[config.mk]
export PLATFORM = sky130hd
export DESIGN_NAME = otter_fetch_queue_flat
export DESIGN_NICKNAME = d
export VERILOG_FILES = /design/src/rtl/otter_pkg.sv /design/src/rtl/otter_fetch_queue_if.sv /design/src/rtl/otter_fifo.sv /design/src/rtl/otter_fetch_queue.sv /design/src/flat_wrapper.sv
export SDC_FILE = /design/constraint.sdc
export NUM_CORES = 1
export LEC_CHECK = 0
export BUFFER_PORTS_ARGS = -buffer_cell sky130_fd_sc_hd__buf_2
export CORE_MARGIN = 1.5
export CORE_UTILIZATION = 40
export DETAILED_ROUTE_END_ITERATION = 10
export GPL_ROUTABILITY_DRIVEN = 1
export PLACE_DENSITY_LB_ADDON = 0.2
export SYNTH_ARGS = -nofsm -noshare
export SYNTH_HDL_FRONTEND = slang
export SYNTH_HIERARCHICAL = 1
export SYNTH_SLANG_ARGS = --single-unit
[constraint.sdc]
create_clock -name CLK -period 10.2 [get_ports CLK]
set_input_delay 2.04 -clock CLK [delete_from_list [all_inputs] [get_ports CLK]]
set_output_delay 2.04 -clock CLK [all_outputs]
set_load 0.02 [all_outputs]
[src/rtl/otter_pkg.sv]
// rtl/otter_pkg.sv - shared OTTER types and constants used by the fetch front end
package otter_pkg;

  localparam int XLEN = 32;
  localparam int INSTR_BYTES = 4;
  // Injected by decode when it needs a bubble (addi x0, x0, 0).
  localparam logic [XLEN-1:0] NOP_INSTR = 32'h0000_0013;

  typedef struct packed {
    logic [XLEN-1:0] pc;
    logic [XLEN-1:0] instr;
  } fetch_entry_t;

endpackage

[src/rtl/otter_fetch_queue_if.sv]
// rtl/otter_fetch_queue_if.sv - IMEM request/response, redirect and decode handshake bundle
interface otter_fetch_queue_if #(
  parameter int ADDR_W          = 32,
  parameter int INSTR_W         = 32,
  parameter int MAX_OUTSTANDING = 2
);
  localparam int IW = $clog2(MAX_OUTSTANDING + 1);

  logic               IMEM_REQ_VALID;
  logic               IMEM_REQ_READY;
  logic [ADDR_W-1:0]  IMEM_REQ_ADDR;
  logic               IMEM_RSP_VALID;
  logic [INSTR_W-1:0] IMEM_RSP_DATA;
  logic               REDIRECT_VALID;
  logic [ADDR_W-1:0]  REDIRECT_PC;
  logic               IF_VALID;
  logic               IF_READY;
  logic [ADDR_W-1:0]  IF_PC;
  logic [INSTR_W-1:0] IF_INSTR;
  logic [IW-1:0]      INFLIGHT;

  modport master (
    output IMEM_REQ_VALID, IMEM_REQ_ADDR, IF_VALID, IF_PC, IF_INSTR, INFLIGHT,
    input  IMEM_REQ_READY, IMEM_RSP_VALID, IMEM_RSP_DATA, REDIRECT_VALID, REDIRECT_PC, IF_READY
  );

  modport slave (
    input  IMEM_REQ_VALID, IMEM_REQ_ADDR, IF_VALID, IF_PC, IF_INSTR, INFLIGHT,
    output IMEM_REQ_READY, IMEM_RSP_VALID, IMEM_RSP_DATA, REDIRECT_VALID, REDIRECT_PC, IF_READY
  );

endinterface

[src/rtl/otter_fifo.sv]
// rtl/otter_fifo.sv - power-of-two circular FIFO with flush, count, full and empty
module otter_fifo #(
  parameter int  DEPTH = 4,
  parameter type T     = logic [63:0]
) (
  input  logic                   CLK,
  input  logic                   RESET_N,
  input  logic                   push_i,
  input  logic                   pop_i,
  input  logic                   flush_i,
  input  T                       wdata_i,
  output T                       rdata_o,
  output logic [$clog2(DEPTH):0] count_o,
  output logic                   full_o,
  output logic                   empty_o
);
  localparam int PW = $clog2(DEPTH);
  localparam int CW = PW + 1;

  T              mem_q [DEPTH];
  logic [PW-1:0] head_q, tail_q;
  logic [CW-1:0] count_q;

  always_ff @(posedge CLK or negedge RESET_N) begin
    if (!RESET_N) begin
      head_q  <= '0;
      tail_q  <= '0;
      count_q <= '0;
    end else if (flush_i) begin
      head_q  <= '0;
      tail_q  <= '0;
      count_q <= '0;
    end else begin
      if (push_i) tail_q <= tail_q + PW'(1);
      if (pop_i)  head_q <= head_q + PW'(1);
      count_q <= count_q + CW'(push_i) - CW'(pop_i);
    end
  end

  // Payload storage needs no reset: count gates every read.
  always_ff @(posedge CLK) begin
    if (push_i && !flush_i) mem_q[tail_q] <= wdata_i;
  end

  assign rdata_o = mem_q[head_q];
  assign count_o = count_q;
  assign full_o  = (count_q == CW'(DEPTH));
  assign empty_o = (count_q == '0);

endmodule

[src/rtl/otter_fetch_queue.sv]
// rtl/otter_fetch_queue.sv - decoupled OTTER fetch: PC generator, credited IMEM requests, prefetch queue
module otter_fetch_queue
  import otter_pkg::*;
#(
  parameter int                ADDR_W          = 32,
  parameter int                INSTR_W         = 32,
  parameter int                DEPTH           = 4,
  parameter int                MAX_OUTSTANDING = 2,
  parameter logic [ADDR_W-1:0] RESET_VEC       = '0
) (
  input logic                 CLK,
  input logic                 RESET_N,
  otter_fetch_queue_if.master bus
);
  localparam int IW = $clog2(MAX_OUTSTANDING + 1);
  localparam int CW = $clog2(DEPTH) + 1;
  localparam int SW = CW + IW + 1;

  logic [ADDR_W-1:0] fetch_pc_q, fetch_pc_d, rsp_pc_q, rsp_pc_d, redirect_tgt;
  logic [IW-1:0]     inflight_q, inflight_d, drop_q, drop_d;
  logic [CW-1:0]     q_count;
  logic [SW-1:0]     q_used;
  logic              q_full, q_empty, req_valid, req_fire, rsp_keep, if_valid, pop;
  fetch_entry_t      wr_entry, head_entry;

  assign redirect_tgt = {bus.REDIRECT_PC[ADDR_W-1:2], 2'b00};

  // Slots already held plus slots promised to live (non-dropped) requests.
  assign q_used    = SW'(q_count) + SW'(inflight_q) - SW'(drop_q);
  assign req_valid = RESET_N && !bus.REDIRECT_VALID && (q_used < SW'(DEPTH))
                     && (inflight_q < IW'(MAX_OUTSTANDING));
  assign req_fire  = req_valid && bus.IMEM_REQ_READY;
  assign rsp_keep  = bus.IMEM_RSP_VALID && (drop_q == '0) && !bus.REDIRECT_VALID;
  assign if_valid  = !q_empty && !bus.REDIRECT_VALID;
  assign pop       = if_valid && bus.IF_READY;
  assign wr_entry  = '{pc: rsp_pc_q, instr: bus.IMEM_RSP_DATA};

  always_comb begin
    fetch_pc_d = fetch_pc_q;
    rsp_pc_d   = rsp_pc_q;
    drop_d     = drop_q;
    inflight_d = inflight_q + IW'(req_fire) - IW'(bus.IMEM_RSP_VALID);
    if (bus.REDIRECT_VALID) begin
      fetch_pc_d = redirect_tgt;
      rsp_pc_d   = redirect_tgt;
      drop_d     = inflight_q - IW'(bus.IMEM_RSP_VALID);
    end else begin
      if (req_fire) fetch_pc_d = fetch_pc_q + ADDR_W'(INSTR_BYTES);
      if (rsp_keep) rsp_pc_d = rsp_pc_q + ADDR_W'(INSTR_BYTES);
      else if (bus.IMEM_RSP_VALID) drop_d = drop_q - IW'(1);
    end
  end

  always_ff @(posedge CLK or negedge RESET_N) begin
    if (!RESET_N) begin
      fetch_pc_q <= RESET_VEC;
      rsp_pc_q   <= RESET_VEC;
      inflight_q <= '0;
      drop_q     <= '0;
    end else begin
      fetch_pc_q <= fetch_pc_d;
      rsp_pc_q   <= rsp_pc_d;
      inflight_q <= inflight_d;
      drop_q     <= drop_d;
    end
  end

  otter_fifo #(
    .DEPTH (DEPTH),
    .T     (fetch_entry_t)
  ) u_fifo (
    .CLK     (CLK),
    .RESET_N (RESET_N),
    .push_i  (rsp_keep),
    .pop_i   (pop),
    .flush_i (bus.REDIRECT_VALID),
    .wdata_i (wr_entry),
    .rdata_o (head_entry),
    .count_o (q_count),
    .full_o  (q_full),
    .empty_o (q_empty)
  );

  assign bus.IMEM_REQ_VALID = req_valid;
  assign bus.IMEM_REQ_ADDR  = fetch_pc_q;
  assign bus.IF_VALID       = if_valid;
  assign bus.IF_PC          = head_entry.pc;
  assign bus.IF_INSTR       = head_entry.instr;
  assign bus.INFLIGHT       = inflight_q;

  a_rsp_without_req: assert property (@(posedge CLK) disable iff (!RESET_N)
    !(bus.IMEM_RSP_VALID && inflight_q == '0));
  a_count_bound: assert property (@(posedge CLK) disable iff (!RESET_N)
    q_count <= CW'(DEPTH));
  a_push_into_full: assert property (@(posedge CLK) disable iff (!RESET_N)
    !(rsp_keep && q_full && !pop));

endmodule

[src/flat_wrapper.sv]
// flat-port wrapper written by rule: the top's interface ports become plain ports
module otter_fetch_queue_flat import otter_pkg::*;
#(
  parameter int                ADDR_W          = 32,
  parameter int                INSTR_W         = 32,
  parameter int                DEPTH           = 4,
  parameter int                MAX_OUTSTANDING = 2,
  parameter logic [ADDR_W-1:0] RESET_VEC       = '0
)
  (CLK, RESET_N, bus_IMEM_REQ_VALID, bus_IMEM_REQ_ADDR, bus_IF_VALID, bus_IF_PC, bus_IF_INSTR, bus_INFLIGHT, bus_IMEM_REQ_READY, bus_IMEM_RSP_VALID, bus_IMEM_RSP_DATA, bus_REDIRECT_VALID, bus_REDIRECT_PC, bus_IF_READY);
  otter_fetch_queue_if #(.ADDR_W(ADDR_W), .INSTR_W(INSTR_W), .MAX_OUTSTANDING(MAX_OUTSTANDING)) bus_i ();
  input logic CLK;
  input logic RESET_N;
  output wire logic [$bits(bus_i.IMEM_REQ_VALID)-1:0] bus_IMEM_REQ_VALID;
  output wire logic [$bits(bus_i.IMEM_REQ_ADDR)-1:0] bus_IMEM_REQ_ADDR;
  output wire logic [$bits(bus_i.IF_VALID)-1:0] bus_IF_VALID;
  output wire logic [$bits(bus_i.IF_PC)-1:0] bus_IF_PC;
  output wire logic [$bits(bus_i.IF_INSTR)-1:0] bus_IF_INSTR;
  output wire logic [$bits(bus_i.INFLIGHT)-1:0] bus_INFLIGHT;
  input wire logic [$bits(bus_i.IMEM_REQ_READY)-1:0] bus_IMEM_REQ_READY;
  input wire logic [$bits(bus_i.IMEM_RSP_VALID)-1:0] bus_IMEM_RSP_VALID;
  input wire logic [$bits(bus_i.IMEM_RSP_DATA)-1:0] bus_IMEM_RSP_DATA;
  input wire logic [$bits(bus_i.REDIRECT_VALID)-1:0] bus_REDIRECT_VALID;
  input wire logic [$bits(bus_i.REDIRECT_PC)-1:0] bus_REDIRECT_PC;
  input wire logic [$bits(bus_i.IF_READY)-1:0] bus_IF_READY;
  assign bus_IMEM_REQ_VALID = bus_i.IMEM_REQ_VALID;
  assign bus_IMEM_REQ_ADDR = bus_i.IMEM_REQ_ADDR;
  assign bus_IF_VALID = bus_i.IF_VALID;
  assign bus_IF_PC = bus_i.IF_PC;
  assign bus_IF_INSTR = bus_i.IF_INSTR;
  assign bus_INFLIGHT = bus_i.INFLIGHT;
  assign bus_i.IMEM_REQ_READY = bus_IMEM_REQ_READY;
  assign bus_i.IMEM_RSP_VALID = bus_IMEM_RSP_VALID;
  assign bus_i.IMEM_RSP_DATA = bus_IMEM_RSP_DATA;
  assign bus_i.REDIRECT_VALID = bus_REDIRECT_VALID;
  assign bus_i.REDIRECT_PC = bus_REDIRECT_PC;
  assign bus_i.IF_READY = bus_IF_READY;
  otter_fetch_queue #(.ADDR_W(ADDR_W), .INSTR_W(INSTR_W), .DEPTH(DEPTH), .MAX_OUTSTANDING(MAX_OUTSTANDING), .RESET_VEC(RESET_VEC)) u_core (.CLK(CLK), .RESET_N(RESET_N), .bus(bus_i));
endmodule
==> results.json <==
{
  "run_status": "finished clean",
  "dieArea_um2": 35260,
  "root_buffer": "clkbuf_16",
  "vias": 7528,
  "cts_max_level": 2,
  "fin_ws_ns": 5.044,
  "crit_path_max_fanout": 12,
  "arrival_ns": 3.12,
  "rsz0062_at_grt": "false",
  "setup_violations": 0,
  "synthCells": 793,
  "fillers": 2935,
  "drc_errors": 0,
  "critPathTopFamily": "adder cells",
  "power_leakage_nw": 5.668,
  "start_kind": "flop",
  "end_kind": "output pin",
  "die_h_um": 187.8,
  "antenna_found_initial": 0,
  "die_w_um": 187.8,
  "viasPerCell": 5.192,
  "mostFrequentLayoutCell": "edfxtp_1",
  "maxCapViolCount": 0,
  "wirelength_um": 27920,
  "syn2layout_area_growth_pct": 17.54,
  "fin_crit_ns": 5.156,
  "dp_hpwl_um": 17150,
  "holdPathEnd": "u_core/bus.IMEM_REQ_ADDR[31]",
  "netlist_area_um2": 13660,
  "power_density_nw_per_um2": 209.2,
  "reg2reg_slack_ns": 6.22,
  "cts_buffers": 36,
  "cts_setup_buffers": 0,
  "cts_resized": 0,
  "finalHoldViolCount": 0,
  "diodes": 0,
  "clk_pin_slew_ns": 0.06,
  "critPathMaxStageDelay_ns": 0.62,
  "final_cell_mix": "256 x edfxtp_1, 165 x buf_2, 69 x dfrtp_1, 64 x mux4_2, 39 x nand2_1",
  "synth_warnings": 6,
  "irDropWorstVdd_uv": 100.8,
  "timing.rr.start": "u_core/bus.INFLIGHT[1]",
  "period_share_pct": 50.55,
  "start_util_pct": 40.73,
  "syn_avg_cell_area_um2": 17.22,
  "wl_per_cell_um": 19.26,
  "critPathRequiredTime_ns": 8.16,
  "ctsHoldBuffers": 0,
  "groute.usage.overall_pct": 16.17,
  "gp_congestion": 0.8263,
  "path_cells": "inv_1 > fa_1 > inv_1 > ha_1 > and3b_1 > or4_4 > a21oi_1 > buf_2",
  "grt_pass1_wl_um": 44420,
  "dr.pass1.iters": 5,
  "grt_pass1_vias": 7764,
  "port_buffers": 165,
  "ios": 170,
  "drtIter0Drc": 495,
  "r2r_end": "u_core/bus.INFLIGHT[1]",
  "drtAntennaViolNets": 0,
  "crit_type": "reg -> out",
  "crit_buf_inv": 3,
  "clk_latency_ns": 0.50,
  "maxSlewViolCount": 0,
  "setup_tns_ns": 0,
  "post-place-ws_ns": 5.057,
  "worstMarginPinSlew_ns": 0.9940,
  "fin_worst_skew_ns": 0.01069,
  "hold_path_depth": 1,
  "num_rows": 67,
  "min_from": "u_core/bus.IMEM_REQ_ADDR[31]",
  "critPathMostFrequentCell": "inv_1",
  "path_depth": 8,
  "cts_tree": "yes",
  "slew_headroom_pct": 33.73,
  "cts.sinks": 327,
  "nets": 1067,
  "grt-ovfl-total": 0,
  "fmax_mhz": 194.0,
  "min_path_type": "reg -> reg",
  "reg2reg_depth": 13,
  "coreArea_um2": 33530,
  "grt_max_degree": 65,
  "drive_gt1_share_pct": 32.73,
  "cp_slowest_cell": "or4_4",
  "cts.path.max_buffers": 3
}
==> worst max-delay path by stage <==
stage          slack, ns              startpoint                   endpoint
2_1_floorplan       5.35      bus_REDIRECT_VALID  u_core/u_fifo/mem_q[0][0]
3_5_place_dp        5.06      bus_REDIRECT_VALID         bus_IMEM_REQ_VALID
4_1_cts             5.01  u_core/bus.INFLIGHT[1]         bus_IMEM_REQ_VALID
6_report            5.04  u_core/bus.INFLIGHT[1]         bus_IMEM_REQ_VALID
3_3_place_gp        5.05      bus_REDIRECT_VALID         bus_IMEM_REQ_VALID
5_1_grt             4.90  u_core/bus.INFLIGHT[1]         bus_IMEM_REQ_VALID
==> metrics by stage <==
| stage | cell area (um^2) | std cells | hold WS (ns) | utilization [%] | power, mW |
|---|---|---|---|---|---|
| final | 16050 | 1450 | 0.5456 | 47.88 | 3.358 |
| after global routing | 16050 | 1450 | 0.5846 | 47.88 | 3.513 |
| after CTS | 16050 | 1450 | 0.5493 | 47.88 | 3.410 |
| after detailed placement | 14930 | 1389 | 0.5245 | 44.54 | 2.161 |
| after global placement | 14930 | 1389 | 0.5298 | 44.54 | 2.156 |
| after floorplan | 13690 | 802 | 0.4760 | - | 1.995 |
==> final cells by class <==
cell class	count	area (um^2)	area share (%)
Multi-Input combinational cell	405	3872	24.12
Tap cell	448	560.5	3.492
Clock buffer	43	948.4	5.908
Sequential cell	327	9469	58.98
Clock inverter	18	171.4	1.068
Inverter	33	123.9	0.7716
Timing Repair Buffer	176	908.4	5.658
==> power by group <==
group          total (mW)  switching, mW  internal (mW)  leakage, nW
Combinational       0.532          0.308          0.224         1.98
Sequential           1.59         0.0832           1.51         3.15
Clock                1.23          0.496          0.738        0.543
==> per-layer routing <==
| layer | wire (um) | GRT usage [%] |
|---|---|---|
| met3 | 1427 | 2.938 |
| met2 | 12850 | 25.43 |
| met1 | 13130 | 23.16 |
| met4 | 512 | 4.554 |
| met5 | 0 | 0 |
==> sequential cells by signal, summed over array words and instances, names as in the netlist <==
signal                    cells
u_core/bus.IMEM_REQ_ADDR     30
u_core/bus.INFLIGHT           2
u_core/drop_q                 2
u_core/rsp_pc_q              30
u_core/u_fifo/count_o         3
u_core/u_fifo/head_q          2
u_core/u_fifo/mem_q         256
u_core/u_fifo/tail_q          2
==> worst reg2reg max path, delay by kind of cell, from the launching register on <==
family | cells | cell delay (ns)
DFF | 1 | 0.47
buffers and inverters | 4 | 0.48
xor gates and xnor gates | 2 | 0.25
and+or+nand+nor | 2 | 0.79
AOI/OAI and AO/OA | 1 | 0.53
adders and majority gates | 4 | 1.33
Power figures use the tool's default switching activity.
